File: src/rtl/drca_issuer_pkg.sv
// drca_issuer_pkg: shared FSM state encoding and wait-budget derivation for the DRCA issuer
package drca_issuer_pkg;

    typedef enum logic [1:0] {
        IDLE   = 2'd0,
        LAUNCH = 2'd1,
        WAIT   = 2'd2,
        HOLD   = 2'd3
    } state_t;

    // Worst-case wait cycles: one launch cycle plus enough cycles for a full-width carry chain
    function automatic int calc_w_max(input int n, input int chain_bits);
        return 1 + (n + chain_bits - 1) / chain_bits;
    endfunction

endpackage

File: src/rtl/drca_issuer_prop_run_len.sv
// prop_run_len: longest run of consecutive ones in a propagate vector (combinational)
//   p       in  N    propagate vector from the DRCA
//   run_len out RW   length of the longest run of ones, 0..N
module prop_run_len #(
    parameter int N = 8,
    localparam int RW = $clog2(N + 1)
) (
    input  logic [N-1:0]  p,
    output logic [RW-1:0] run_len
);

    logic [RW-1:0] run;

    always_comb begin
        run     = '0;
        run_len = '0;
        for (int i = 0; i < N; i++) begin
            run     = p[i] ? run + RW'(1) : '0;
            run_len = (run > run_len) ? run : run_len;
        end
    end

endmodule

File: src/rtl/drca_issuer.sv
// drca_issuer: holds operands on a DRCA, waits only as long as the longest carry chain needs, returns S/Cout
//   clk, rst_n              clock, async active-low reset
//   in_valid/in_ready       operand request handshake; in_a, in_b, in_cin operands
//   out_valid/out_ready     result handshake; out_sum, out_cout result, out_cycles wait cycles used
//   drca_a/b/cin            registered operands driven to the DRCA; drca_enable DRCA enable
//   drca_s/cout/p           DRCA sum, carry out and propagate vector
module drca_issuer
    import drca_issuer_pkg::*;
#(
    parameter int N = 8,
    parameter int CHAIN_BITS = 4,
    localparam int W_MAX = calc_w_max(N, CHAIN_BITS),
    localparam int CW = $clog2(W_MAX + 1)
) (
    input  logic          clk,
    input  logic          rst_n,
    input  logic          in_valid,
    output logic          in_ready,
    input  logic [N-1:0]  in_a,
    input  logic [N-1:0]  in_b,
    input  logic          in_cin,
    output logic          out_valid,
    input  logic          out_ready,
    output logic [N-1:0]  out_sum,
    output logic          out_cout,
    output logic [CW-1:0] out_cycles,
    output logic [N-1:0]  drca_a,
    output logic [N-1:0]  drca_b,
    output logic          drca_cin,
    output logic          drca_enable,
    input  logic [N-1:0]  drca_s,
    input  logic          drca_cout,
    input  logic [N-1:0]  drca_p
);

    localparam int RW = $clog2(N + 1);

    state_t        state, state_nx;
    logic [CW-1:0] cnt;
    logic [RW-1:0] run_len;
    logic [CW-1:0] w;
    logic          accept;
    logic          capture;

    prop_run_len #(.N(N)) u_run (
        .p       (drca_p),
        .run_len (run_len)
    );

    // Ceiling is evaluated at integer width, so no intermediate can wrap before narrowing
    assign w = CW'(1 + (int'(run_len) + CHAIN_BITS - 1) / CHAIN_BITS);

    always_comb begin
        in_ready    = state == IDLE;
        out_valid   = state == HOLD;
        drca_enable = state == LAUNCH || state == WAIT;
        accept      = in_valid && in_ready;
        capture     = (state == LAUNCH && w == CW'(1)) || (state == WAIT && cnt == CW'(1));
        state_nx    = accept                  ? LAUNCH :
                      state == LAUNCH         ? (capture ? HOLD : WAIT) :
                      capture                 ? HOLD :
                      (out_valid && out_ready) ? IDLE : state;
    end

    always_ff @(posedge clk or negedge rst_n) begin
        if (!rst_n) begin
            state      <= IDLE;
            cnt        <= '0;
            out_sum    <= '0;
            out_cout   <= 1'b0;
            out_cycles <= '0;
            drca_a     <= '0;
            drca_b     <= '0;
            drca_cin   <= 1'b0;
        end else begin
            state <= state_nx;
            if (accept) begin
                drca_a   <= in_a;
                drca_b   <= in_b;
                drca_cin <= in_cin;
            end
            if (state == LAUNCH) begin
                cnt        <= w - CW'(1);
                out_cycles <= w;
            end else if (state == WAIT) begin
                cnt <= cnt - CW'(1);
            end
            if (capture) begin
                out_sum  <= drca_s;
                out_cout <= drca_cout;
            end
        end
    end

endmodule

File: config.mk
export PLATFORM = sky130hd
export DESIGN_NAME = drca_issuer
export DESIGN_NICKNAME = d
export VERILOG_FILES = /design/src/rtl/drca_issuer_pkg.sv /design/src/rtl/drca_issuer_prop_run_len.sv /design/src/rtl/drca_issuer.sv
export SDC_FILE = /design/constraint.sdc
export NUM_CORES = 1
export LEC_CHECK = 0
export ABC_CLOCK_PERIOD_IN_PS = 2600
export CAP_MARGIN = 20
export CORE_MARGIN = 10
export CORE_UTILIZATION = 50
export DETAILED_ROUTE_END_ITERATION = 10
export HOLD_SLACK_MARGIN = 0.15
export PLACE_DENSITY = 0.84
export SYNTH_ARGS = -nofsm -noshare
export SYNTH_HDL_FRONTEND = slang
export SYNTH_SLANG_ARGS = --single-unit
File: constraint.sdc
create_clock -name clk -period 2.6 [get_ports clk]
set_input_delay 0.65 -clock clk [delete_from_list [all_inputs] [get_ports clk]]
set_output_delay 0.65 -clock clk [all_outputs]
set_load 0.01 [all_outputs]
**Word-level counts from Yosys, hierarchy flattened**

Cells that the tools add are included.

- Flip-flop bits (word level): 32
- Output and inout bits: 31
- Word-level logic and storage cells: 68

- $add $sub $neg: 13
- $lt $le $gt $ge: 8
- Eq/ne operators: 5
- Mux-type cells: 23
- Bitwise gates (word level): 1
- Reductions and logical operators: 10

Operator list:

| operator | number |
|---|---|
| two-way mux 4 bit | 15 |
| adder 4 x 1 -> 4 bit (second input constant) | 7 |
| greater-than comparator 4 bit | 7 |
| two-way mux 2 bit | 6 |
| == test 2 x 1 -> 1 bit (second input constant) | 3 |
| subtractor 5 x 1 -> 6 bit (second input constant) | 1 |
| adder 4 x 3 -> 5 bit (second input constant) | 1 |
| == test 2 bit (second input constant) | 2 |
| greater-than comparator 4 x 1 -> 1 bit (second input constant) | 1 |
| logical AND 1 bit | 4 |
| nonzero test 4 bit | 1 |
| subtractor 2 x 1 -> 2 bit (second input constant) | 2 |
| adder 2 x 1 -> 2 bit | 1 |
| adder 2 bit (first input constant) | 1 |
| logical NOT 2 bit | 1 |
| logical OR 1 bit | 2 |
| two-way mux 1 bit | 2 |
| nonzero test 2 bit | 1 |
| OR reduction 2 bit | 1 |
| AND 1 bit | 1 |

**Depth between registers and ports, before layout**

- Depth in word-level cells: 29
- Mapped depth: 47

**Hierarchy**

A second synthesis with hierarchy kept.

- Cell total of the unflattened synthesis: 268
- Area, all modules: 2643.8 um2

Modules (own cells, without submodules):

| module | times used | cells each | area each (um2) | sequential area each (um2) |
|---|---|---|---|---|
| drca_issuer | 1 | 94 | 1358.8 | 800.8 |
| prop_run_len | 1 | 174 | 1285.0 | 0.0 |

**Least setup slack after synthesis**

Ideal clock, no wire load.

- Kind: in2reg
- From: input port drca_p[0]
- To: register out_cout
- Setup time: 0.125 ns
- Data arrival time: 9.931 ns
- Data required time: 2.475 ns
- Slack: -7.456 ns
- Stages on the path: 43
- Path buffers: 2
- Cells stage by stage: ha_1 -> ha_1 -> and2_1 -> ha_1 -> and3_1 -> o31ai_1 -> mux2i_1 -> ha_1 -> and3b_1 -> o21ai_0 -> and2_4 -> mux2_4 -> ha_1 -> and3b_1 -> a2111oi_4 -> or2_1 -> buf_4 -> o22ai_1 -> (+7 left out) -> nor2b_1 -> o211ai_1 -> a31oi_1 -> and4bb_1 -> buf_6 -> mux2_2 -> ha_1 -> nor2b_1 -> o21ai_0 -> nand2b_1 -> a21oi_1 -> a41oi_1 -> or3_1 -> a21oi_2 -> nor4_1 -> ha_1 -> a22oi_1 -> mux2_2

- Longest elaborated chain between the ends: 26
- Elaborated cells on any way between the ends: 40
- Those cells by class: 11 x add/sub; 8 x order compare; 1 x eq/ne; 16 x mux; 1 x bitwise; 3 x reduce/logical

Ends and longest elaborated chain:

| element | line | text |
|---|---|---|
| start: declaration | drca_issuer.sv:33 | `input logic [N-1:0] drca_p` |
| two-way mux 1 bit * | drca_issuer_prop_run_len.sv:18 | `run = p[i] ? run + RW'(1) : '0;` |
| adder 4 x 1 -> 4 bit / greater-than comparator 4 x 1 -> 1 bit (equally long branches) | drca_issuer_prop_run_len.sv:18, drca_issuer_prop_run_len.sv:19 |  |
| two-way mux 4 bit, on equally long branches | drca_issuer_prop_run_len.sv:18, drca_issuer_prop_run_len.sv:19 |  |
| adder 4 x 1 -> 4 bit / greater-than comparator 4 bit (equally long branches) | drca_issuer_prop_run_len.sv:18, drca_issuer_prop_run_len.sv:19 |  |
| two-way mux 4 bit, on equally long branches | drca_issuer_prop_run_len.sv:18, drca_issuer_prop_run_len.sv:19 |  |
| adder 4 x 1 -> 4 bit / greater-than comparator 4 bit (equally long branches) | drca_issuer_prop_run_len.sv:18, drca_issuer_prop_run_len.sv:19 |  |
| two-way mux 4 bit, on equally long branches | drca_issuer_prop_run_len.sv:18, drca_issuer_prop_run_len.sv:19 |  |
| adder 4 x 1 -> 4 bit / greater-than comparator 4 bit (equally long branches) | drca_issuer_prop_run_len.sv:18, drca_issuer_prop_run_len.sv:19 |  |
| (+11 left out) | -- |  |
| OR reduction 2 bit (no line) | -- |  |
| AND 1 bit (no line) | -- |  |
| adder 2 x 1 -> 2 bit (no line) * | -- |  |
| adder 2 bit * | drca_issuer.sv:51 | `assign w = CW'(1 + (int'(run_len) + CHAIN_BITS - 1) / CHAIN_BITS);` |
| net w[0] | drca_issuer.sv:41 | `logic [CW-1:0] w;` |
| == test 2 x 1 -> 1 bit * | drca_issuer.sv:58 | `capture = (state == LAUNCH && w == CW'(1)) \|\| (state == WAIT && cnt == CW'(1));` |
| logical AND 1 bit * | drca_issuer.sv:58 |  |
| logical OR 1 bit * | drca_issuer.sv:58 |  |
| end signal: assignment | drca_issuer.sv:90 | `out_cout <= drca_cout;` |
| end: declaration | drca_issuer.sv:25 | `output logic out_cout,` |

The timed path passes the listed nets; every way through them passes the cells marked *.
A chain may end at the register's enable or synchronous reset.

**Worst setup path in the final report**

- From: input port drca_p[2]
- To: register out_sum[2]

- Longest elaborated chain between the ends: 22
- Elaborated cells on any way between the ends: 32
- Those cells by class: 9 x add/sub; 6 x order compare; 1 x eq/ne; 12 x mux; 1 x bitwise; 3 x reduce/logical

Ends and longest elaborated chain:

| element | line | text |
|---|---|---|
| two-way mux 4 bit * | drca_issuer_prop_run_len.sv:18 |  |
| adder 4 x 1 -> 4 bit / greater-than comparator 4 bit (equally long branches) | drca_issuer_prop_run_len.sv:18, drca_issuer_prop_run_len.sv:19 |  |
| two-way mux 4 bit, on equally long branches | drca_issuer_prop_run_len.sv:18, drca_issuer_prop_run_len.sv:19 |  |
| adder 4 x 1 -> 4 bit / greater-than comparator 4 bit (equally long branches) | drca_issuer_prop_run_len.sv:18, drca_issuer_prop_run_len.sv:19 |  |
| two-way mux 4 bit, on equally long branches | drca_issuer_prop_run_len.sv:18, drca_issuer_prop_run_len.sv:19 |  |
| adder 4 x 1 -> 4 bit / greater-than comparator 4 bit (equally long branches) | drca_issuer_prop_run_len.sv:18, drca_issuer_prop_run_len.sv:19 |  |
| two-way mux 4 bit, on equally long branches | drca_issuer_prop_run_len.sv:18, drca_issuer_prop_run_len.sv:19 |  |
| adder 4 x 1 -> 4 bit / greater-than comparator 4 bit (equally long branches) | drca_issuer_prop_run_len.sv:18, drca_issuer_prop_run_len.sv:19 |  |
| (+7 left out) | -- |  |
| OR reduction 2 bit (no line) | -- |  |
| AND 1 bit (no line) | -- |  |
| adder 2 x 1 -> 2 bit (no line) * | -- |  |
| adder 2 bit * | drca_issuer.sv:51 |  |
| net w[0] | drca_issuer.sv:41 |  |
| == test 2 x 1 -> 1 bit * | drca_issuer.sv:58 |  |
| logical AND 1 bit * | drca_issuer.sv:58 |  |
| logical OR 1 bit * | drca_issuer.sv:58 |  |
| end signal: assignment | drca_issuer.sv:89 | `out_sum <= drca_s;` |
| end: declaration | drca_issuer.sv:24 | `output logic [N-1:0] out_sum,` |

Marked as above.

==> results.yml <==
placement:
  dpl.cell_count: 493
  portBuffers: 68
  dpl_cell_area_um2: 4240
  dp_hpwl_mm: 7.20
  place_ws_ns: -7.08
  gp_congestion: 0.871
power:
  p_leak_uw: 0.00218
  ir_worst_vdd_v: 0.000974
  p_per_area_nw_per_um2: 1300
setup_path:
  path_class: "in -> reg"
  worstPathArrival_ns: 9.59
  worst-path-buf-inv: 4
  cp.required_ns: 2.79
  critPathTopFamily: "compound AO/OA/AOI/OAI gates"
  reg2regPathDepth: 4
  critPathLaunchType: "primary input"
  r2r-end: "drca_a[2]"
  end_kind: "flip-flop"
  critPathMaxFanout: 5
  slowest_stage: "clkdlybuf4s50_1"
  timing.rr.start: "state[0]"
  r2r_slack_ns: 0.64
  crit_top_cell: "ha_4"
  critPathMaxStageDelay_ns: 0.53
worst_hold_path:
  hp-class: "reg -> reg"
  whs_endpoint: "out_cycles[0]"
  worstHoldStart: "out_cycles[0]"
  min_path_cells: 1
floorplan:
  coreArea_um2: 5170
  rows: 26
  die_width_um: 93.5
  die-area_um2: 8740
  initial_core_util_pct: 52.2
  ioPinCount: 69
  die_h_um: 93.5
synth:
  yosysTopAreaCell: "dfrtp_1"
  ys.warnings.count: 0
  yosys_most_used_dff: "dfrtp_1"
  syn_area_um2: 2700
  ys_types: 62
  post-synth-top-count-cell: "dfrtp_1"
  synth_edf_count: 0
  synth.top_cell.area_share_pct: 29.7
  ys_async_sr_fraction_pct: 100
  synth-seq-cells: 32
  seq_area_frac_synth_pct: 29.7
  synth_cells: 280
  synthTopCellsByCount: "dfrtp_1 (32), ha_1 (30), mux2_2 (28), nand2_1 (28), o21ai_0 (17)"
  synth.area.top_cells: "dfrtp_1 (30%), ha_1 (14%), mux2_2 (12%), nand2_1 (3.9%), o21ai_0 (3.2%)"
  avgSynthCellArea_um2: 9.64
  syn_nets: 348
clock_network:
  clk-insertion-delay-late_ns: 0.30
  clock-root-buffer: "clkbuf_8"
  cts_max_path_buffers: 2
  cts_tree: "yes"
  cts_sinks: 32
  path_clk_slew_ns: 0.09
  cts_buffers: 5
  cts-htree-levels: 2
route:
  drt-total-wl_mm: 14.0
  vias: 3431
  drt_iter0_markers: 430
  wl_per_cell_um: 27.0
  drc: 0
  ant_nets: 0
  drtPass1Iterations: 5
  drt-vias-per-instance: 6.62
timing:
  fin_crit_sh_pct: 362
  drv_slew: 0
  tns_ns: -92.40
  slew_headroom_pct: 47.0
  fmax_mhz: 106
  timing_worst_slew_pin_value_ns: 0.792
  fin_ws_ns: -6.80
  skew_ns: 0.0128
  grt_setup_unrepaired: "true"
  finalSetupViolCount: 14
  min_period_ns: 9.40
  hold_viol_final: 0
outcome:
  violations: "negative setup slack"
  outcome: "finished, violations left"
layout:
  diodes: 0
  fin_nets: 515
  fin_area_um2: 4710
  fin_cells: 518
  synthToLayoutAreaGrowth_pct: 74.6
  final_layout_size_suffix_gt1_share_pct: 43.8
global_routing:
  antenna_found_initial: 0
  grt_overflow: 0
  grt_start_max_net_pins: 33
  grt_pass1_wl_mm: 18.6
  grt_pass1_vias: 3460
  grt_usage_pct: 26.9
job:
  max-cap-violations: 0
## cells by family (layout without fill, tap and decap cells)
kind of cell	Yosys count	in the layout	share of synthesized area, %
mux	35	35	14.5
buf+inv	21	189	3.85
flops	32	32	29.7
simple gates	94	94	19.9
xor+xnor	5	5	1.62
compound gates	63	63	16.6
fa+ha+maj	30	30	13.9
## cell usage in the layout, fill, tap and decap left out, drive strengths merged, types with 3 or more instances in the layout
master         count
nor2b              5
nand2             28
nand2b             6
buf              101
clkdlybuf4s50     66
a211oi             3
xnor2              3
clkbuf             8
nand4              4
and4               3
a21oi             13
dfrtp             32
o21ai             17
and3               4
mux2i              6
a21o               3
nand3              8
ha                30
and2               3
nor2              14
nor3b              5
inv               13
o211ai             3
mux2              29
o21a               3
## worst register-to-register path, stage by stage, from the launching register on
cell and delay, ns:
dfrtp_1 0.44, inv_1 0.10, ha_1 0.25, nand2_1 0.60, mux2_2 0.44
## worst max-delay path by stage
stage	startpoint	endpoint	slack, ns	cells past startpoint
after floorplan	drca_p[0]	out_cout	-6.58	44
after global placement	drca_p[0]	out_sum[3]	-6.80	45
after detailed placement	drca_p[0]	out_sum[0]	-7.08	45
after CTS	drca_p[0]	out_sum[4]	-6.22	44
after global routing	drca_p[0]	out_sum[2]	-7.01	47
final	drca_p[2]	out_sum[2]	-6.80	43
## layer usage
metal  GRT usage, %  routed length (µm)  share of wire, %  up-vias
met5              0                   0                 0        -
met4           14.8                1070               7.7        0
met3           6.39                1370               9.8      117
met2           46.5                6630                47      359
met1           29.6                4910                35     1591
li1               -                   -                 -     1364
## state kept, by name, indices dropped and copies added (netlist names)
signal      cells
cnt             2
drca_a          8
state           2
drca_cin        1
out_cycles      2
out_cout        1
drca_b          8
out_sum         8
## cell type report
cell class              instances  area [µm²]
clock inverters                 1        30.0
flip-flops and latches         32         801
fillers                       174         460
clock buffers                   7        96.3
well taps                      70        87.6
multi-input cells             227        2190
inverters                      13        56.3
repair buffers                168        1460
## power breakdown
group	leakage (µW)	switching [µW]	internal, µW	total, µW
Clock	0.0000645	211	339	550
Combinational	0.00174	2200	2420	4620
Sequential	0.000376	212	768	979
## what timing repair did
item | 4_1_cts | 5_1_grt
setup buffers | 13 | 5
resized for setup | 34 | 28
endpoints found under the setup margin | 14 | 14
pin swaps | 29 | 29
gates cloned | 1 | 0
hold buffers | 0 | 0
## stage by stage
step                util, %  total power (µW)  hold slack, ns
global route           91.1              6330           0.541
CTS                    88.3              5380           0.492
floorplan                 -              2880           0.354
global placement       81.9              4210           0.472
detailed placement     81.9              4380           0.481
finish                 91.1              6150           0.503
No activity file was read; power rests on OpenSTA's default activity.
